===== src/rtl/device_ctrl_pkg.sv =====
// rtl/device_ctrl_pkg.sv - shared types and constants for the device request sequencer
package device_ctrl_pkg;

  localparam int DEF_ADDRESS_W = 2;
  localparam int DEF_DATA_W    = 8;

  localparam int SINGLE_BEATS  = 1;
  localparam int DUAL_BEATS    = 2;

  typedef enum logic [2:0] {
    IDLE,
    BEAT0,
    BEAT1,
    WAIT_RD,
    RESP
  } state_t;

endpackage


===== src/rtl/device_ctrl.sv =====
// rtl/device_ctrl.sv - request sequencer for the small addressed memory device
// Serialises one request at a time into single/dual device beats and returns one response.
module device_ctrl
  import device_ctrl_pkg::*;
#(
  parameter int ADDRESS_W = DEF_ADDRESS_W,
  parameter int DATA_W    = DEF_DATA_W
) (
  input  logic                 clk,
  input  logic                 rst,
  input  logic                 req_valid,
  output logic                 req_ready,
  input  logic                 req_write,
  input  logic                 req_dual,
  input  logic [ADDRESS_W-1:0] req_addr,
  input  logic [DATA_W-1:0]    req_wdata0,
  input  logic [DATA_W-1:0]    req_wdata1,
  output logic                 rsp_valid,
  input  logic                 rsp_ready,
  output logic                 rsp_err,
  output logic [DATA_W-1:0]    rsp_rdata0,
  output logic [DATA_W-1:0]    rsp_rdata1,
  output logic [ADDRESS_W-1:0] address,
  output logic                 write_en,
  output logic                 write_dual_en,
  output logic                 read_en,
  output logic                 read_dual_en,
  output logic [DATA_W-1:0]    data_wr,
  input  logic [DATA_W-1:0]    data_rd
);

  state_t               state_q, state_d;
  logic                 ready_q;
  logic                 write_q, write_d;
  logic                 dual_q, dual_d;
  logic                 err_q, err_d;
  logic [ADDRESS_W-1:0] addr_q, addr_d;
  logic [DATA_W-1:0]    wdata1_q, wdata1_d;
  logic [DATA_W-1:0]    data_wr_q, data_wr_d;
  logic [DATA_W-1:0]    rdata0_q, rdata0_d;
  logic [DATA_W-1:0]    rdata1_q, rdata1_d;
  logic                 accept;
  logic                 reject;

  // ready_q is only ever high while IDLE, so it doubles as the accept qualifier
  assign accept = ready_q && req_valid;
  assign reject = req_dual &&
                  ((int'(req_addr) + DUAL_BEATS - SINGLE_BEATS) >= (1 << ADDRESS_W));

  always_comb begin
    state_d       = state_q;
    write_d       = write_q;
    dual_d        = dual_q;
    err_d         = err_q;
    addr_d        = addr_q;
    wdata1_d      = wdata1_q;
    data_wr_d     = data_wr_q;
    rdata0_d      = rdata0_q;
    rdata1_d      = rdata1_q;
    write_en      = 1'b0;
    write_dual_en = 1'b0;
    read_en       = 1'b0;
    read_dual_en  = 1'b0;
    case (state_q)
      IDLE: begin
        if (accept) begin
          write_d  = req_write;
          dual_d   = req_dual;
          err_d    = reject;
          wdata1_d = req_wdata1;
          rdata0_d = '0;
          rdata1_d = '0;
          state_d  = BEAT0;
          if (!reject) begin
            addr_d = req_addr;
            if (req_write) data_wr_d = req_wdata0;
          end
        end
      end
      // A rejected request spends its decode cycle here with every enable gated off
      BEAT0: begin
        if (err_q) begin
          state_d = RESP;
        end else begin
          write_en      = write_q & ~dual_q;
          write_dual_en = write_q & dual_q;
          read_en       = ~write_q & ~dual_q;
          read_dual_en  = ~write_q & dual_q;
          if (dual_q) begin
            state_d = BEAT1;
            if (write_q) data_wr_d = wdata1_q;
          end else begin
            state_d = write_q ? RESP : WAIT_RD;
          end
        end
      end
      BEAT1: begin
        write_dual_en = write_q;
        read_dual_en  = ~write_q;
        if (!write_q) rdata0_d = data_rd;
        state_d = write_q ? RESP : WAIT_RD;
      end
      WAIT_RD: begin
        if (dual_q) rdata1_d = data_rd;
        else        rdata0_d = data_rd;
        state_d = RESP;
      end
      RESP: begin
        if (rsp_ready) state_d = IDLE;
      end
      default: state_d = IDLE;
    endcase
  end

  always_ff @(posedge clk or negedge rst) begin
    if (!rst) begin
      state_q   <= IDLE;
      ready_q   <= 1'b0;
      write_q   <= 1'b0;
      dual_q    <= 1'b0;
      err_q     <= 1'b0;
      addr_q    <= '0;
      wdata1_q  <= '0;
      data_wr_q <= '0;
      rdata0_q  <= '0;
      rdata1_q  <= '0;
    end else begin
      state_q   <= state_d;
      ready_q   <= (state_d == IDLE);
      write_q   <= write_d;
      dual_q    <= dual_d;
      err_q     <= err_d;
      addr_q    <= addr_d;
      wdata1_q  <= wdata1_d;
      data_wr_q <= data_wr_d;
      rdata0_q  <= rdata0_d;
      rdata1_q  <= rdata1_d;
    end
  end

  assign req_ready  = ready_q;
  assign rsp_valid  = (state_q == RESP);
  assign rsp_err    = rsp_valid & err_q;
  assign rsp_rdata0 = rsp_valid ? rdata0_q : '0;
  assign rsp_rdata1 = rsp_valid ? rdata1_q : '0;
  assign address    = addr_q;
  assign data_wr    = data_wr_q;

endmodule


===== config.mk =====
export PLATFORM = sky130hd
export DESIGN_NAME = device_ctrl
export DESIGN_NICKNAME = d
export VERILOG_FILES = /design/src/rtl/device_ctrl_pkg.sv /design/src/rtl/device_ctrl.sv
export SDC_FILE = /design/constraint.sdc
export NUM_CORES = 1
export LEC_CHECK = 0
export ABC_AREA = 1
export CAP_MARGIN = 20
export CELL_PAD_IN_SITES_DETAIL_PLACEMENT = 1
export CELL_PAD_IN_SITES_GLOBAL_PLACEMENT = 1
export CORE_MARGIN = 1
export CORE_UTILIZATION = 30
export DETAILED_ROUTE_END_ITERATION = 8
export PLACE_DENSITY = 0.78
export SYNTH_ARGS = -nofsm -noshare
export SYNTH_HDL_FRONTEND = slang
export SYNTH_SLANG_ARGS = --single-unit
export TNS_END_PERCENT = 100

===== constraint.sdc =====
create_clock -name clk -period 1.25 [get_ports clk]
set_input_delay 0.125 -clock clk [delete_from_list [all_inputs] [get_ports clk]]
set_output_delay 0.125 -clock clk [all_outputs]
set_load 0.02 [all_outputs]

# Yosys cells after proc, flatten, opt, wreduce, memory -nomap -nowiden
# Index checks and enable logic that the tools add are counted.
# W data, S select, Z words.
dict set report totals {
  in_bits 32
  out_inout_bits 33
  word_cells 75
  reg_bits 41
}
dict set report op_classes {
  magnitude_cmp 1
  eq_ne 13
  muxes 29
  reduce_logical 12
  n_addsub 2
  n_bitwise 8
}
# op n
set op_table {}
lappend op_table {{$mux W8} 12}
lappend op_table {{$pmux W8 S2} 2}
lappend op_table {{$pmux W8 S3} 1}
lappend op_table {{$ne A2 B2 Y1 const B} 9}
lappend op_table {{$mux W3} 5}
lappend op_table {{$pmux W3 S5} 1}
lappend op_table {{$reduce_and A7 Y1} 1}
lappend op_table {{$eq A3 B2 Y1 const B} 2}
lappend op_table {{$logic_not A3 Y1} 2}
lappend op_table {{$mux W1} 6}
lappend op_table {{$reduce_and A3 Y1} 2}
lappend op_table {{$and A1 B1 Y1} 5}
lappend op_table {{$ge A4 B4 Y1 const B} 1}
lappend op_table {{$pmux W1 S2} 2}
lappend op_table {{$reduce_and A4 Y1} 1}
lappend op_table {{$reduce_bool A2 Y1} 2}
lappend op_table {{$sub A3 B1 Y4 const B} 1}
lappend op_table {{$add A2 B2 Y3 const B} 1}
lappend op_table {{$eq A3 B1 Y1 const B} 1}
lappend op_table {{$eq A3 B3 Y1 const B} 1}
lappend op_table {{$not A1 Y1} 3}
lappend op_table {{$reduce_bool A3 Y1} 1}
lappend op_table {{$logic_and A1 B1 Y1} 2}
lappend op_table {{$reduce_and A2 Y1} 1}

# Depth between registers and ports, before layout
# Gate-level depths: netlist (run 1).
dict set report logic_depth {
  ltp_word 7
  mapped_depth 8
  mapped_depth_nobuf 8
}

# Least setup slack after synthesis (run 1)
# Ideal clock, no wire load.
dict set report synth_timing {
  path_type {register to output}
  startpoint {register state_q[2]}
  endpoint {output write_en}
  path_slack_ps -409
  path_stages_with_launch 5
  required_time_ps 1125
  path_buffers 1
  arrival_time_ps 1534
  path_cell_list {dfrtp_1 > inv_4 > nand3_2 > buf_2 > nor4_1}
}
dict set report synth_between {
  elab_chain_len 2
}
# item line_no
set synth_rtl {}
lappend synth_rtl {{start, declared} device_ctrl.sv:32} ;# state_t state_q, state_d;
lappend synth_rtl {{start signal, assigned} device_ctrl.sv:128} ;# state_q <= state_d;
lappend synth_rtl {{$eq A3 B1 Y1} device_ctrl.sv:64} ;# case (state_q)
lappend synth_rtl {{$mux W1} device_ctrl.sv:64}
lappend synth_rtl {{end, declared} device_ctrl.sv:24} ;# output logic write_en,
# No other way between the ends.

# Final worst setup path (run 1)
dict set report layout_timing {
  startpoint {register state_q[0]}
  endpoint {register data_wr_q[0] (netlist: data_wr[0])}
}
dict set report layout_between {
  elab_chain_len 3
  elab_cells_between_ends 11
  classes_between {eq/ne (7); mux (1); reduce/logical (3)}
}
# item line_no
set layout_rtl {}
lappend layout_rtl {{$eq A3 B1 Y1 / $logic_not A3 Y1 (equally long branches)} device_ctrl.sv:64}
lappend layout_rtl {{$ne A2 B2 Y1 (no source line) / $reduce_bool A2 Y1 (equally long branches)} -}
lappend layout_rtl {{$reduce_and A7 Y1 (no source line)} -}
lappend layout_rtl {{end signal, assigned} device_ctrl.sv:135} ;# data_wr_q <= data_wr_d;
lappend layout_rtl {{end, declared} device_ctrl.sv:39} ;# logic [DATA_W-1:0] data_wr_q, data_wr_d;
# Parallel ways exist; a longest one is shown, timed or not.
# A chain may end at the register's enable or synchronous reset.

==> qor.txt, run 1 <==
OUTCOME
----------------------------------------------------------------------------------------
Result of the run                                                           finished with violations
Failing checks                                                              setup timing

CRITICAL PATH
----------------------------------------------------------------------------------------
Worst Reg2Reg Path Length in Cells                                                     9
Element type at the critical path end                                           register
Required @ worst endpoint                                                        1.43 ns
Source of the worst register-to-register timing path                          state_q[0]
Startpoint type of the worst setup path                                         register
Arrival time of data at the critical path endpoint                               1.96 ns
Highest fanout seen on the critical path                                               8
Critical R2R Capture                                                          data_wr[0]
Classification of the worst setup path                                      register to register
Minimum setup slack among reg-to-reg paths                                      -0.53 ns

DIE
----------------------------------------------------------------------------------------
Initial cell density of the core                                                   0.318
Die Height                                                                  85.2 microns
Number of top-level design ports                                                      65
Total die area                                                              0.00726 sq mm
Standard-cell rows                                                                    29
Die boundary width                                                          85.2 microns
Placeable core region                                                       0.00653 sq mm

CELLS AND AREA
----------------------------------------------------------------------------------------
Post-route insts no fill                                                             473
Fraction of final layout cells with drive strength greater than 1                  0.492
FILL cells                                                                           727
Final design area excluding fillers                                         0.00401 sq mm
Most frequent standard cell in the layout excluding fill and tap cells      sky130_fd_sc_hd__buf_4
Number of diodes added for antenna fixing                                              0
Number of nets at the end of the flow                                                427
Commonest cells after routing, fill and taps aside                          sky130_fd_sc_hd__buf_4 (40), sky130_fd_sc_hd__inv_1 (39), sky130_fd_sc_hd__dfrtp_1 (37), sky130_fd_sc_hd__buf_6 (32), sky130_fd_sc_hd__nand2_1 (31)
Post-layout utilization of the core                                                0.615
Relative area change from synthesis to final layout                                93.1%
Area of the multi-input gates                                               0.00137 sq mm
Area of all sequential standard cells                                       0.00103 sq mm

YOSYS
----------------------------------------------------------------------------------------
Primary flip-flop cell chosen by synthesis mapping                          sky130_fd_sc_hd__dfrtp_1
Cell area after technology mapping                                          0.00208 sq mm
FFs w/ async S/R, synth                                                             1.00
Number of enable-type register cells in the synthesized netlist                        0
Syn Inst Count                                                                       267
YS warnings                                                                            0
Distinct cells, synth                                                                 25
Post-Synthesis Mean Instance Area                                             7.78 sq um
Syn Nets                                                                             299
Sequential cell area fraction in the yosys report                                  0.494
Flop and latch count out of synthesis                                                 41

POWER AND IR DROP
----------------------------------------------------------------------------------------
Net switching fraction of the power                                                0.476
Seq pwr share                                                                      0.226
Proportion of power drawn by the clock network                                     0.118
Peak supply drop                                                                 1360 uV
Gate power share                                                                   0.656
Total power                                                                      9.83 mW
Internal                                                                         5.15 mW
Reported net switching power                                                     4.68 mW
Power density over the cells                                                2450 mW/mm^2
Lkg Pwr                                                                          1.90 nW

TIMING
----------------------------------------------------------------------------------------
Top achievable clock speed                                                       563 MHz
Slew Limit Fails                                                                       0
Final Worst Setup Slack                                                        -0.526 ns
Final-layout setup total negative slack                                        -22.62 ns
Final setup skew                                                               0.0118 ns
RSZ-0062 raised after global routing                                                true
Slew headroom                                                                      0.755
Min Clock Period, post-route                                                     1.78 ns
Final setup viols                                                                     62
Worst-margin pin slew                                                           0.364 ns
Share of the clock period used by the worst path after layout                       1.42
Final hold vios                                                                        0

GLOBAL ROUTING
----------------------------------------------------------------------------------------
Global route overflow                                                                  0
Vias in the first global route                                                      2515
Largest net degree at the start of global routing                                     42
Global-route wire length before repair                                      12500 microns
Initial antenna violation count                                                        0
Total track usage                                                                  0.223

DRT
----------------------------------------------------------------------------------------
Total via count after detailed routing                                              2434
DRT iter0 DRCs                                                                        67
First-pass iteration count of the detailed router                                      4
Antenna violation net count after detailed routing                                     0
Total Routed Length                                                         9520 microns
Vias/cell                                                                           5.15
Remaining routing DRC violations                                                       0
Routed wirelength normalized by instance count                              20.1 microns

WORST HOLD PATH
----------------------------------------------------------------------------------------
Classification of the worst-slack hold path                                 primary input to async pin

CLOCKING
----------------------------------------------------------------------------------------
Clock root buffer                                                           sky130_fd_sc_hd__clkbuf_8
Number of levels in the clock H-tree                                                   2
Clock buffers created by TritonCTS                                                     5
CTS tree                                                                             yes
Skew-Pair Late Insertion Delay                                                   0.30 ns
Number of clock sinks seen by CTS                                                     41
Maximum buffer depth of the clock tree                                                 2
Clock slew at reported path FFs                                                  0.09 ns

JOB
----------------------------------------------------------------------------------------
Total of max-cap violations                                                            0

PLACED DESIGN
----------------------------------------------------------------------------------------
Placement Cell Area                                                         0.00317 sq mm
Total half-perimeter wirelength after legalization and detailed placement   4850 microns
Placer Congestion                                                                  0.778
Count of buffers inserted at the top-level ports                                      64
Count of placed standard cells including taps                                        435

==> sequential cells by signal, indices dropped and copies added (netlist names) <==
register,flops
state_q,3
wdata1_q,8
write_q,1
rdata0_q,8
rdata1_q,8
address,2
err_q,1
dual_q,1
data_wr,8
req_ready,1
==> cells by family (layout without fill, tap and decap cells) <==
group,count (synthesis),in the layout,synth area share
flip-flops,41,41,0.494
AND/OR/NAND/NOR,136,139,0.303
AO/OA/AOI/OAI,40,40,0.103
buffers and inverters,50,176,0.0999
==> power by group through the flow <==
stage / Clock, mW / Sequential [mW] / Combinational, mW
finish: 1.16 / 2.22 / 6.45
global placement: 0 / 2.15 / 3.94
global route: 1.21 / 2.27 / 6.83
floorplan: 0 / 2.35 / 2.15
CTS: 1.13 / 2.17 / 4.81
detailed placement: 0 / 2.19 / 4.10
==> timing repair <==
| action | CTS | global route |
|---|---|---|
| gates cloned | 3 | 3 |
| endpoints found under the hold margin | 41 | 0 |
| buffers inserted | 14 | 13 |
| gates resized for setup | 179 | 113 |
| endpoints found under the setup margin | 74 | 63 |
| pin swaps | 12 | 23 |
| hold buffers | 1 | 0 |
==> final cells by class <==
type / instances / area share
clock inverter: 1 / 0.00748
multi-input combinational: 179 / 0.340
sequential: 41 / 0.257
clock buffer: 7 / 0.0215
tap: 77 / 0.0240
timing repair buffer: 120 / 0.291
inverter: 45 / 0.0471
timing repair inverter: 3 / 0.0122
==> worst max-delay path by stage <==
stage,startpoint,end,slack (ns),depth (start not counted)
after floorplan,state_q[2],rsp_rdata0[4],-0.14,5
after global placement,state_q[2],rsp_rdata0[4],-0.45,6
after detailed placement,state_q[2],read_dual_en,-0.53,5
after CTS,state_q[0],rsp_rdata1[7],-0.36,5
after global routing,state_q[0],data_wr[0],-0.56,9
final,state_q[0],data_wr[0],-0.53,9
==> per-stage QoR <==
step / worst slack [ns] / hold WS (ns)
3_3_place_gp: -0.454 / 0.117
6_report: -0.526 / 0.342
5_1_grt: -0.557 / 0.367
4_1_cts: -0.358 / 0.351
2_1_floorplan: -0.138 / -0.171
3_5_place_dp: -0.535 / 0.120
==> cell usage after synthesis, types with 2 or more instances <==
cell	instances	area, sq um
sky130_fd_sc_hd__nand2_2	4	25.0
sky130_fd_sc_hd__nor2_1	34	128
sky130_fd_sc_hd__inv_2	4	15.0
sky130_fd_sc_hd__nor2_2	2	12.5
sky130_fd_sc_hd__nor2_4	3	33.8
sky130_fd_sc_hd__a21oi_1	2	10.0
sky130_fd_sc_hd__buf_2	2	10.0
sky130_fd_sc_hd__nand4_1	2	12.5
sky130_fd_sc_hd__nand3_1	23	115
sky130_fd_sc_hd__inv_1	40	150
sky130_fd_sc_hd__buf_4	2	15.0
sky130_fd_sc_hd__dfrtp_1	41	1030
sky130_fd_sc_hd__nand2_1	62	233
sky130_fd_sc_hd__o21ai_0	35	175
==> layer usage <==
metal,global-route usage,wire length [microns]
met1,0.249,3660
met2,0.434,5160
met3,0.0321,351
met4,0.0678,358
met5,0,0
==> critical path, stage by stage (launching register included) <==
cell,delay [ns]
sky130_fd_sc_hd__dfrtp_2,0.46
sky130_fd_sc_hd__buf_6,0.15
sky130_fd_sc_hd__buf_6,0.13
sky130_fd_sc_hd__nor2_4,0.23
sky130_fd_sc_hd__buf_6,0.16
sky130_fd_sc_hd__nand3_4,0.12
sky130_fd_sc_hd__nand2_8,0.13
sky130_fd_sc_hd__nand2_8,0.08
sky130_fd_sc_hd__nand2_1,0.12
sky130_fd_sc_hd__nand2_1,0.07
Note: power is estimated with default switching activity, not from simulation.
==> run 2: changes to the inputs <==
--- a/config.mk
+++ b/config.mk
@@ -5,12 +5,11 @@
 export SDC_FILE = /design/constraint.sdc
 export NUM_CORES = 1
 export LEC_CHECK = 0
-export ABC_AREA = 1
 export CAP_MARGIN = 20
 export CELL_PAD_IN_SITES_DETAIL_PLACEMENT = 1
 export CELL_PAD_IN_SITES_GLOBAL_PLACEMENT = 1
 export CORE_MARGIN = 1
-export CORE_UTILIZATION = 30
+export CORE_UTILIZATION = 31
 export DETAILED_ROUTE_END_ITERATION = 8
 export PLACE_DENSITY = 0.78
 export SYNTH_ARGS = -nofsm -noshare
==> qor.txt, run 2 <==
WORST HOLD PATH
----------------------------------------------------------------------------------------
Classification of the worst-slack hold path                                 primary input to async pin   unchanged

CRITICAL PATH
----------------------------------------------------------------------------------------
Critical R2R Capture                                                          data_wr[4]   was data_wr[0]
Classification of the worst setup path                                      register to register   unchanged
Library cell contributing the largest single delay on the critical path     sky130_fd_sc_hd__or4b_4   was sky130_fd_sc_hd__dfrtp_2
Cell chain of the critical path                                             nand2b_4 > or4b_4 > a22o_4 > mux2_4   was buf_6 > buf_6 > nor2_4 > buf_6 > nand3_4 > nand2_8 > nand2_8 > nand2_1 > nand2_1
Required @ worst endpoint                                                        1.43 ns   about the same
Buf+Inv Stages, Crit Path                                                              0   was 3
Worst Reg2Reg Path Length in Cells                                                     4   was 9
Arrival time of data at the critical path endpoint                               2.09 ns   was 1.96 ns
Minimum setup slack among reg-to-reg paths                                      -0.66 ns   was -0.53 ns
Critical path's largest stage delay                                              0.53 ns   was 0.46 ns
Startpoint type of the worst setup path                                         register   unchanged
Cell type group with the largest total delay on the critical path           simple AND/OR/NAND/NOR gates   unchanged
Highest fanout seen on the critical path                                               8   unchanged
Element type at the critical path end                                           register   unchanged
Source of the worst register-to-register timing path                          state_q[2]   was state_q[0]

DRT
----------------------------------------------------------------------------------------
Total via count after detailed routing                                              2110   was 2434
Antenna violation net count after detailed routing                                     0   unchanged
Remaining routing DRC violations                                                       2   was 0
Total Routed Length                                                         8390 microns   was 9520 microns
Vias/cell                                                                           5.05   was 5.15
DRT iter0 DRCs                                                                        93   was 67
First-pass iteration count of the detailed router                                      6   was 4
Routed wirelength normalized by instance count                              20.1 microns   about the same

TIMING
----------------------------------------------------------------------------------------
Share of the clock period used by the worst path after layout                       1.52   was 1.42
Slew headroom                                                                      0.690   was 0.755
Final setup skew                                                               0.0130 ns   was 0.0118 ns
Worst-margin pin slew                                                           0.465 ns   was 0.364 ns
Top achievable clock speed                                                       525 MHz   was 563 MHz
Final hold vios                                                                        0   unchanged
Final setup viols                                                                     63   was 62
Slew Limit Fails                                                                       0   unchanged
Final Worst Setup Slack                                                        -0.655 ns   was -0.526 ns
Min Clock Period, post-route                                                     1.91 ns   was 1.78 ns
RSZ-0062 raised after global routing                                                true   unchanged

CELLS AND AREA
----------------------------------------------------------------------------------------
Commonest cells after routing, fill and taps aside                          sky130_fd_sc_hd__buf_6 (47), sky130_fd_sc_hd__dfrtp_1 (38), sky130_fd_sc_hd__nand2_1 (36), sky130_fd_sc_hd__clkdlybuf4s50_1 (30), sky130_fd_sc_hd__buf_4 (26)   was sky130_fd_sc_hd__buf_4 (40), sky130_fd_sc_hd__inv_1 (39), sky130_fd_sc_hd__dfrtp_1 (37), sky130_fd_sc_hd__buf_6 (32), sky130_fd_sc_hd__nand2_1 (31)
Relative area change from synthesis to final layout                                93.4%   was 93.1%
Most frequent standard cell in the layout excluding fill and tap cells      sky130_fd_sc_hd__buf_6   was sky130_fd_sc_hd__buf_4
Final design area excluding fillers                                         0.00391 sq mm   was 0.00401 sq mm
Number of diodes added for antenna fixing                                              0   unchanged
Fraction of final layout cells with drive strength greater than 1                  0.543   was 0.492
Number of nets at the end of the flow                                                372   was 427

POWER AND IR DROP
----------------------------------------------------------------------------------------
Total power                                                                      9.06 mW   was 9.83 mW
Peak supply drop                                                                 1210 uV   was 1360 uV
Lkg Pwr                                                                          1.77 nW   was 1.90 nW
Power density over the cells                                                2320 mW/mm^2   was 2450 mW/mm^2

OUTCOME
----------------------------------------------------------------------------------------
Result of the run                                                           finished with violations   unchanged
Failing checks                                                              DRC, setup timing   was setup timing

GLOBAL ROUTING
----------------------------------------------------------------------------------------
Global route overflow                                                                  0   unchanged
Largest net degree at the start of global routing                                     25   was 42
Vias in the first global route                                                      2159   was 2515
Global-route wire length before repair                                      11200 microns   was 12500 microns
Initial antenna violation count                                                        0   unchanged
Total track usage                                                                  0.228   was 0.223

YOSYS
----------------------------------------------------------------------------------------
Flop and latch count out of synthesis                                                 41   unchanged
Syn Inst Count                                                                       215   was 267
Synth top area cells                                                        sky130_fd_sc_hd__dfrtp_1 (51%), sky130_fd_sc_hd__nand2_1 (11%), sky130_fd_sc_hd__mux2_4 (5.9%)   was sky130_fd_sc_hd__dfrtp_1 (49%), sky130_fd_sc_hd__nand2_1 (11%), sky130_fd_sc_hd__o21ai_0 (8.4%)
Post-synth top area cell                                                    sky130_fd_sc_hd__dfrtp_1   unchanged
Syn Nets                                                                             247   was 299
Sequential cell area fraction in the yosys report                                  0.508   was 0.494
Post-Synthesis Mean Instance Area                                             9.40 sq um   was 7.78 sq um
Distinct cells, synth                                                                 32   was 25
Share of the synthesized area in the top cell type                                 0.508   was 0.494
Primary flip-flop cell chosen by synthesis mapping                          sky130_fd_sc_hd__dfrtp_1   unchanged
Number of enable-type register cells in the synthesized netlist                        0   unchanged
Most frequently used cell type in the post-synthesis netlist                sky130_fd_sc_hd__nand2_1   unchanged
List of most frequent post-synthesis cells                                  sky130_fd_sc_hd__nand2_1 (59), sky130_fd_sc_hd__dfrtp_1 (41), sky130_fd_sc_hd__nor2_1 (17)   was sky130_fd_sc_hd__nand2_1 (62), sky130_fd_sc_hd__dfrtp_1 (41), sky130_fd_sc_hd__inv_1 (40)
Cell area after technology mapping                                          0.00202 sq mm   was 0.00208 sq mm
YS warnings                                                                            0   unchanged
FFs w/ async S/R, synth                                                             1.00   unchanged

CLOCKING
----------------------------------------------------------------------------------------
Number of clock sinks seen by CTS                                                     41   unchanged
Maximum buffer depth of the clock tree                                                 2   unchanged
Clock root buffer                                                           sky130_fd_sc_hd__clkbuf_8   unchanged
Skew-Pair Late Insertion Delay                                                   0.30 ns   about the same
CTS tree                                                                             yes   unchanged
Clock buffers created by TritonCTS                                                     5   unchanged
Clock slew at reported path FFs                                                  0.09 ns   about the same
Number of levels in the clock H-tree                                                   2   unchanged

PLACED DESIGN
----------------------------------------------------------------------------------------
Placer Congestion                                                                  0.713   was 0.778
Total half-perimeter wirelength after legalization and detailed placement   4370 microns   was 4850 microns
Placement Cell Area                                                         0.00313 sq mm   was 0.00317 sq mm
Count of buffers inserted at the top-level ports                                      64   unchanged

DIE
----------------------------------------------------------------------------------------
Placeable core region                                                       0.00631 sq mm   was 0.00653 sq mm
Total die area                                                              0.00685 sq mm   was 0.00726 sq mm
Standard-cell rows                                                                    29   unchanged
Initial cell density of the core                                                   0.320   was 0.318
Die boundary width                                                          82.7 microns   was 85.2 microns
Number of top-level design ports                                                      65   unchanged
Die Height                                                                  82.7 microns   was 85.2 microns

JOB
----------------------------------------------------------------------------------------
Total of max-cap violations                                                            0   unchanged

[run 2: metal layers]
layer	up-vias	GRT usage	share of wire
met5	-	0	0
met4	0	0.0724	0.038
met3	25	0.0297	0.024
met2	52	0.433	0.53
met1	1069	0.260	0.41
li1	964	-	-
[run 2: where the power goes]
| part | internal, mW | switching [mW] | leakage, nW | total, mW |
|---|---|---|---|---|
| registers | 1.89 | 0.407 | 0.523 | 2.30 |
| logic | 2.93 | 2.72 | 1.19 | 5.64 |
| clock network | 0.652 | 0.469 | 0.0585 | 1.12 |
[run 2: final cells by class]
type | count | area, sq um
repair buffers | 128 | 1320
clock inverters | 1 | 30.0
inverters | 10 | 37.5
well taps | 77 | 96.3
fillers | 669 | 2410
clock buffers | 7 | 86.3
flip-flops and latches | 41 | 1030
multi-input cells | 154 | 1310
[run 2: what timing repair did]
item,in CTS,in global routing
endpoints found under the setup margin,73,64
hold buffers,1,0
endpoints found under the hold margin,17,0
cloned,3,0
buffers inserted,18,16
gates resized for setup,169,86
pin swaps,25,29
[run 2: cell families after synthesis]
kind of cell | share of synthesized area
buffers and inverters | 0.0427
AOI/OAI and AO/OA | 0.0811
and+or+nand+nor | 0.225
muxes | 0.144
DFF | 0.508
[run 2: how the worst max path moves through the flow]
stage	slack [ns]	end	startpoint	depth (start not counted)
after floorplan	-0.56	data_wr[0]	state_q[1]	5
after global placement	-0.62	write_dual_en	state_q[1]	4
after detailed placement	-0.64	write_dual_en	state_q[2]	4
after CTS	-0.62	data_wr[4]	state_q[1]	5
after global routing	-0.69	data_wr[4]	state_q[2]	4
final	-0.66	data_wr[4]	state_q[2]	4
[run 2: metrics by stage]
stage                     cells  hold WS, ns  setup WS (ns)  TNS [ns]   util
after detailed placement    377       0.0957         -0.644    -27.61  0.495
after CTS                   407        0.307         -0.624    -23.92  0.571
after global routing        418        0.350         -0.691    -30.35  0.619
final                       418        0.303         -0.655    -26.84  0.619
after floorplan             215       -0.171         -0.561     -7.85      -
after global placement      377       0.0880         -0.622    -26.08  0.495
